[src/rtl/muxf8_scan_ctl.sv]
// 8-way scan controller: steps a registered select S across a downstream mux tree,
// captures each selected bit through a one-stage pipeline and publishes the word on Q.
module muxf8_scan_ctl #(
    parameter logic       INIT  = 1'b0,
    parameter logic [7:0] QINIT = 8'h00
) (
    input  logic       C,
    input  logic       CLR,
    input  logic       CE,
    input  logic       START,
    input  logic [7:0] D,
    output logic [2:0] S,
    output logic       LO,
    output logic [7:0] Q,
    output logic       BUSY,
    output logic       DONE
);

    // IDLE wait | SCAN step S 0..7 | DRAIN fold last bit into Q | DONE one-cycle pulse
    typedef enum logic [1:0] {
        ST_IDLE  = 2'd0,
        ST_SCAN  = 2'd1,
        ST_DRAIN = 2'd2,
        ST_DONE  = 2'd3
    } state_t;

    state_t     r_state;
    state_t     w_state_nxt;
    logic       w_start;
    logic [2:0] r_s;
    logic       r_lo;
    logic [6:0] r_cap;
    logic [2:0] r_idx;
    logic       r_vld;
    logic [7:0] r_q;

    always_ff @(posedge C or posedge CLR) begin
        if (CLR) begin
            r_state <= ST_IDLE;
        end else if (CE) begin
            r_state <= w_state_nxt;
        end
    end

    always_comb begin
        w_state_nxt = r_state;
        w_start     = 1'b0;
        case (r_state)
            ST_IDLE: begin
                if (START) begin
                    w_state_nxt = ST_SCAN;
                    w_start     = 1'b1;
                end
            end
            ST_SCAN: begin
                if (r_s == 3'd7) begin
                    w_state_nxt = ST_DRAIN;
                end
            end
            ST_DRAIN: begin
                w_state_nxt = ST_DONE;
            end
            ST_DONE: begin
                if (START) begin
                    w_state_nxt = ST_SCAN;
                    w_start     = 1'b1;
                end else begin
                    w_state_nxt = ST_IDLE;
                end
            end
            default: begin
                w_state_nxt = ST_IDLE;
            end
        endcase
    end

    // LO lags S by one edge, so CAP is written from LO using the index S had one edge earlier.
    always_ff @(posedge C or posedge CLR) begin
        if (CLR) begin
            r_s   <= 3'd0;
            r_lo  <= INIT;
            r_cap <= 7'd0;
            r_idx <= 3'd0;
            r_vld <= 1'b0;
            r_q   <= QINIT;
        end else if (CE) begin
            if (w_start) begin
                r_s   <= 3'd0;
                r_vld <= 1'b0;
            end else if (r_state == ST_SCAN) begin
                r_lo <= D[r_s];
                if (r_vld) begin
                    r_cap[r_idx] <= r_lo;
                end
                r_idx <= r_s;
                r_vld <= 1'b1;
                if (r_s != 3'd7) begin
                    r_s <= r_s + 3'd1;
                end
            end else if (r_state == ST_DRAIN) begin
                r_q   <= {r_lo, r_cap};
                r_s   <= 3'd0;
                r_vld <= 1'b0;
            end
        end
    end

    assign S    = r_s;
    assign LO   = r_lo;
    assign Q    = r_q;
    assign BUSY = (r_state == ST_SCAN) || (r_state == ST_DRAIN);
    assign DONE = (r_state == ST_DONE);

endmodule

[config.mk]
export PLATFORM = sky130hd
export DESIGN_NAME = muxf8_scan_ctl
export DESIGN_NICKNAME = d
export VERILOG_FILES = /design/src/rtl/muxf8_scan_ctl.sv
export SDC_FILE = /design/constraint.sdc
export NUM_CORES = 1
export LEC_CHECK = 0
export BUFFER_PORTS_ARGS = -buffer_cell sky130_fd_sc_hd__buf_2
export CAP_MARGIN = 40
export CORE_UTILIZATION = 45
export DETAILED_ROUTE_END_ITERATION = 8
export HOLD_SLACK_MARGIN = 0.03
export PLACE_DENSITY = 0.68
export SLEW_MARGIN = 20
export SYNTH_ARGS = -nofsm -noshare
export SYNTH_HDL_FRONTEND = slang
export SYNTH_SLANG_ARGS = --single-unit
[constraint.sdc]
create_clock -name C -period 2.5 [get_ports C]
set_input_delay 0.375 -clock C [delete_from_list [all_inputs] [get_ports C]]
set_output_delay 0.375 -clock C [all_outputs]
set_load 0.02 [all_outputs]
==> results.json <==
{
  "rows": 18,
  "ys_warn_count": 0,
  "max_cap_viol_count": 0,
  "clkTransAtPathRegs_ps": 140,
  "fmax_ghz": 0.4955,
  "ant_nets": 0,
  "ctsLongestPathBuffers": 2,
  "grt_pass1_wl_mm": 3.450,
  "cts-buffers-inserted": 3,
  "min_path_cells": 2,
  "postSynthAreaPerCell_um2": 12.95,
  "antenna_found_initial": 0,
  "clock-sinks": 25,
  "yosysSeqAreaShare_pct": 49.31,
  "tightest_slew_ps": 429.6,
  "clk_latency_ps": 320,
  "final_cell_mix": "25 x dfrtp_1, 25 x buf_2, 19 x mux2_2",
  "setup_tns_ps": 0,
  "rr_worst_depth": 5,
  "drt_pre_antenna_iters": 6,
  "initial_core_util_pct": 49.42,
  "vias": 843,
  "port_buffers": 25,
  "p_per_area_nw_per_um2": 1097,
  "period_minus_slack_ps": 2018,
  "cts_resized": 0,
  "r2r_end": "Q[0]$_DFFE_PP0P_",
  "period_share_pct": 80.72,
  "relSlewSlack_pct": 71.27,
  "synth.distinct_cells": 27,
  "finalHoldViolCount": 0,
  "layout-drive-gt1-share_pct": 43.75,
  "ys_async_sr_fraction_pct": 100.0,
  "post_drt_wl_per_cell_um": 13.28,
  "grt_pass1_vias": 797,
  "grt_usage_pct": 16.49,
  "path_class": "reg2reg",
  "hold_start": "CE",
  "core_area_um2": 2567,
  "r2r_slack_ps": 480,
  "r2r-start": "r_state[1]$_DFFE_PP0P_",
  "cellLeakagePower_nw": 0.7509,
  "vias_per_cell": 5.335,
  "post_cts_buffers": 0,
  "cp_max_fo": 8,
  "layout.nets": 148,
  "rsz0062_at_grt": "false",
  "clockRootBuffer": "clkbuf_4",
  "hold_end": "r_vld$_DFFE_PP0P_",
  "hp-class": "in2reg",
  "finalWeightedCongestion": 0.6550,
  "remaining_drc_errors": 0,
  "synth-edff-count": 0,
  "crit_path_end_kind": "flop",
  "dpl.hpwl_mm": 1.630,
  "final_util_pct": 58.19,
  "die_h_um": 55.10,
  "gr-total-overflow": 0,
  "crit_arrival_ps": 2240,
  "tritoncts": "done",
  "boundaryPins": 26,
  "diodes": 0,
  "grt_start_max_net_pins": 18,
  "worstPathRequired_ps": 2720,
  "fin_worst_skew_ps": 2.701,
  "netlist_area_um2": 1269,
  "dieWidth_um": 55.10,
  "area_delta_synth_final_pct": 17.75,
  "synthCells": 98,
  "syn_nets": 117,
  "synth_ff_type": "dfrtp_1",
  "power_mw": 1.638,
  "htree_levels": 1,
  "setup_viol": 0,
  "layout.cells.non_filler": 158,
  "drv_slew": 0,
  "ir_drop_mv": 0.8240,
  "dieArea_um2": 3035,
  "status": "finished, final reports clean",
  "fin_hold_ws_ps": 294.4,
  "drtIter0Drc": 13,
  "crit_path_start_kind": "flop",
  "synth-seq-cells": 25,
  "fillers": 231,
  "placed_cells": 153,
  "routed_wl_mm": 2.098
}
==> worst max-delay path: stages, from the launching register on <==
cell     delay [ps]
dfrtp_1         430
inv_1           100
ha_1            320
and2b_1         270
nor3_4          410
mux2_2          390
==> what timing repair did <==
item	4_1_cts	5_1_grt
hold endpoints to repair	8	0
endpoints found under the setup margin	0	0
hold buffers	1	0
==> metal layers <==
| layer | GRT usage [%] | vias up | share of wire (%) |
|---|---|---|---|
| li1 | - | 413 | - |
| met1 | 18.37 | 410 | 44 |
| met2 | 30.52 | 18 | 51 |
| met3 | 5.738 | 2 | 3.5 |
| met4 | 2.500 | 0 | 0.57 |
| met5 | 0 | - | 0 |
==> cell type report <==
| class | count | area (um2) | area share [%] |
|---|---|---|---|
| clock buffer | 3 | 22.52 | 1.508 |
| sequential | 25 | 625.6 | 41.88 |
| tap | 30 | 37.54 | 2.513 |
| multi-input combinational | 66 | 615.6 | 41.21 |
| clock inverter | 1 | 7.507 | 0.5025 |
| inverter | 6 | 22.52 | 1.508 |
| timing repair buffer | 27 | 162.7 | 10.89 |
==> sequential cells by signal (all words and copies together), names as in the netlist <==
register	flops
LO	1
Q	8
S	3
r_cap	7
r_idx	3
r_state	2
r_vld	1
==> report_power, final <==
group	switching, mW	internal (mW)	leakage [nW]	total (mW)
Combinational	0.405	0.352	0.409	0.758
Sequential	0.139	0.560	0.328	0.698
Clock	0.121	0.0611	0.0139	0.182
==> through the flow <==
step	instance area [um2]	worst slack, ps
after floorplan	1269	546.4
after global placement	1426	511.6
after detailed placement	1454	440.6
after CTS	1494	433.2
after global routing	1494	328.5
final	1494	482.0
==> worst max path at each step <==
stage	from	to	slack (ps)
final	r_state[1]$_DFFE_PP0P_	Q[0]$_DFFE_PP0P_	480
after global routing	r_state[1]$_DFFE_PP0P_	Q[1]$_DFFE_PP0P_	330
after global placement	r_state[1]$_DFFE_PP0P_	Q[3]$_DFFE_PP0P_	510
after CTS	r_state[1]$_DFFE_PP0P_	Q[0]$_DFFE_PP0P_	430
after detailed placement	r_state[1]$_DFFE_PP0P_	Q[0]$_DFFE_PP0P_	440
after floorplan	r_state[1]$_DFFE_PP0P_	r_cap[2]$_DFFE_PP0P_	550
==> logic make-up (layout without fill, tap and decap cells) <==
group / after synthesis / in the layout / share of synthesized area (%)
buf+inv: 7 / 37 / 2.169
compound gates: 9 / 9 / 4.340
mux: 27 / 27 / 24.46
fa+ha+maj: 7 / 7 / 6.903
simple gates: 23 / 23 / 12.82
flops: 25 / 25 / 49.31
==> cells in the mapped netlist, types with 2 or more instances <==
cell type	instances	area share, %
dfrtp_1	25	49
mux2_2	19	17
ha_1	7	6.9
inv_1	6	1.8
mux2i_1	4	3.2
nand2_1	4	1.2
o21ai_0	4	1.6
mux2_1	3	2.7
nor2_1	3	0.89
a21oi_1	2	0.79
and3_2	2	1.2
nand3b_1	2	1.2
nor3_1	2	0.79
nor3b_1	2	1.2
Note: power is estimated with default switching activity, not from simulation.
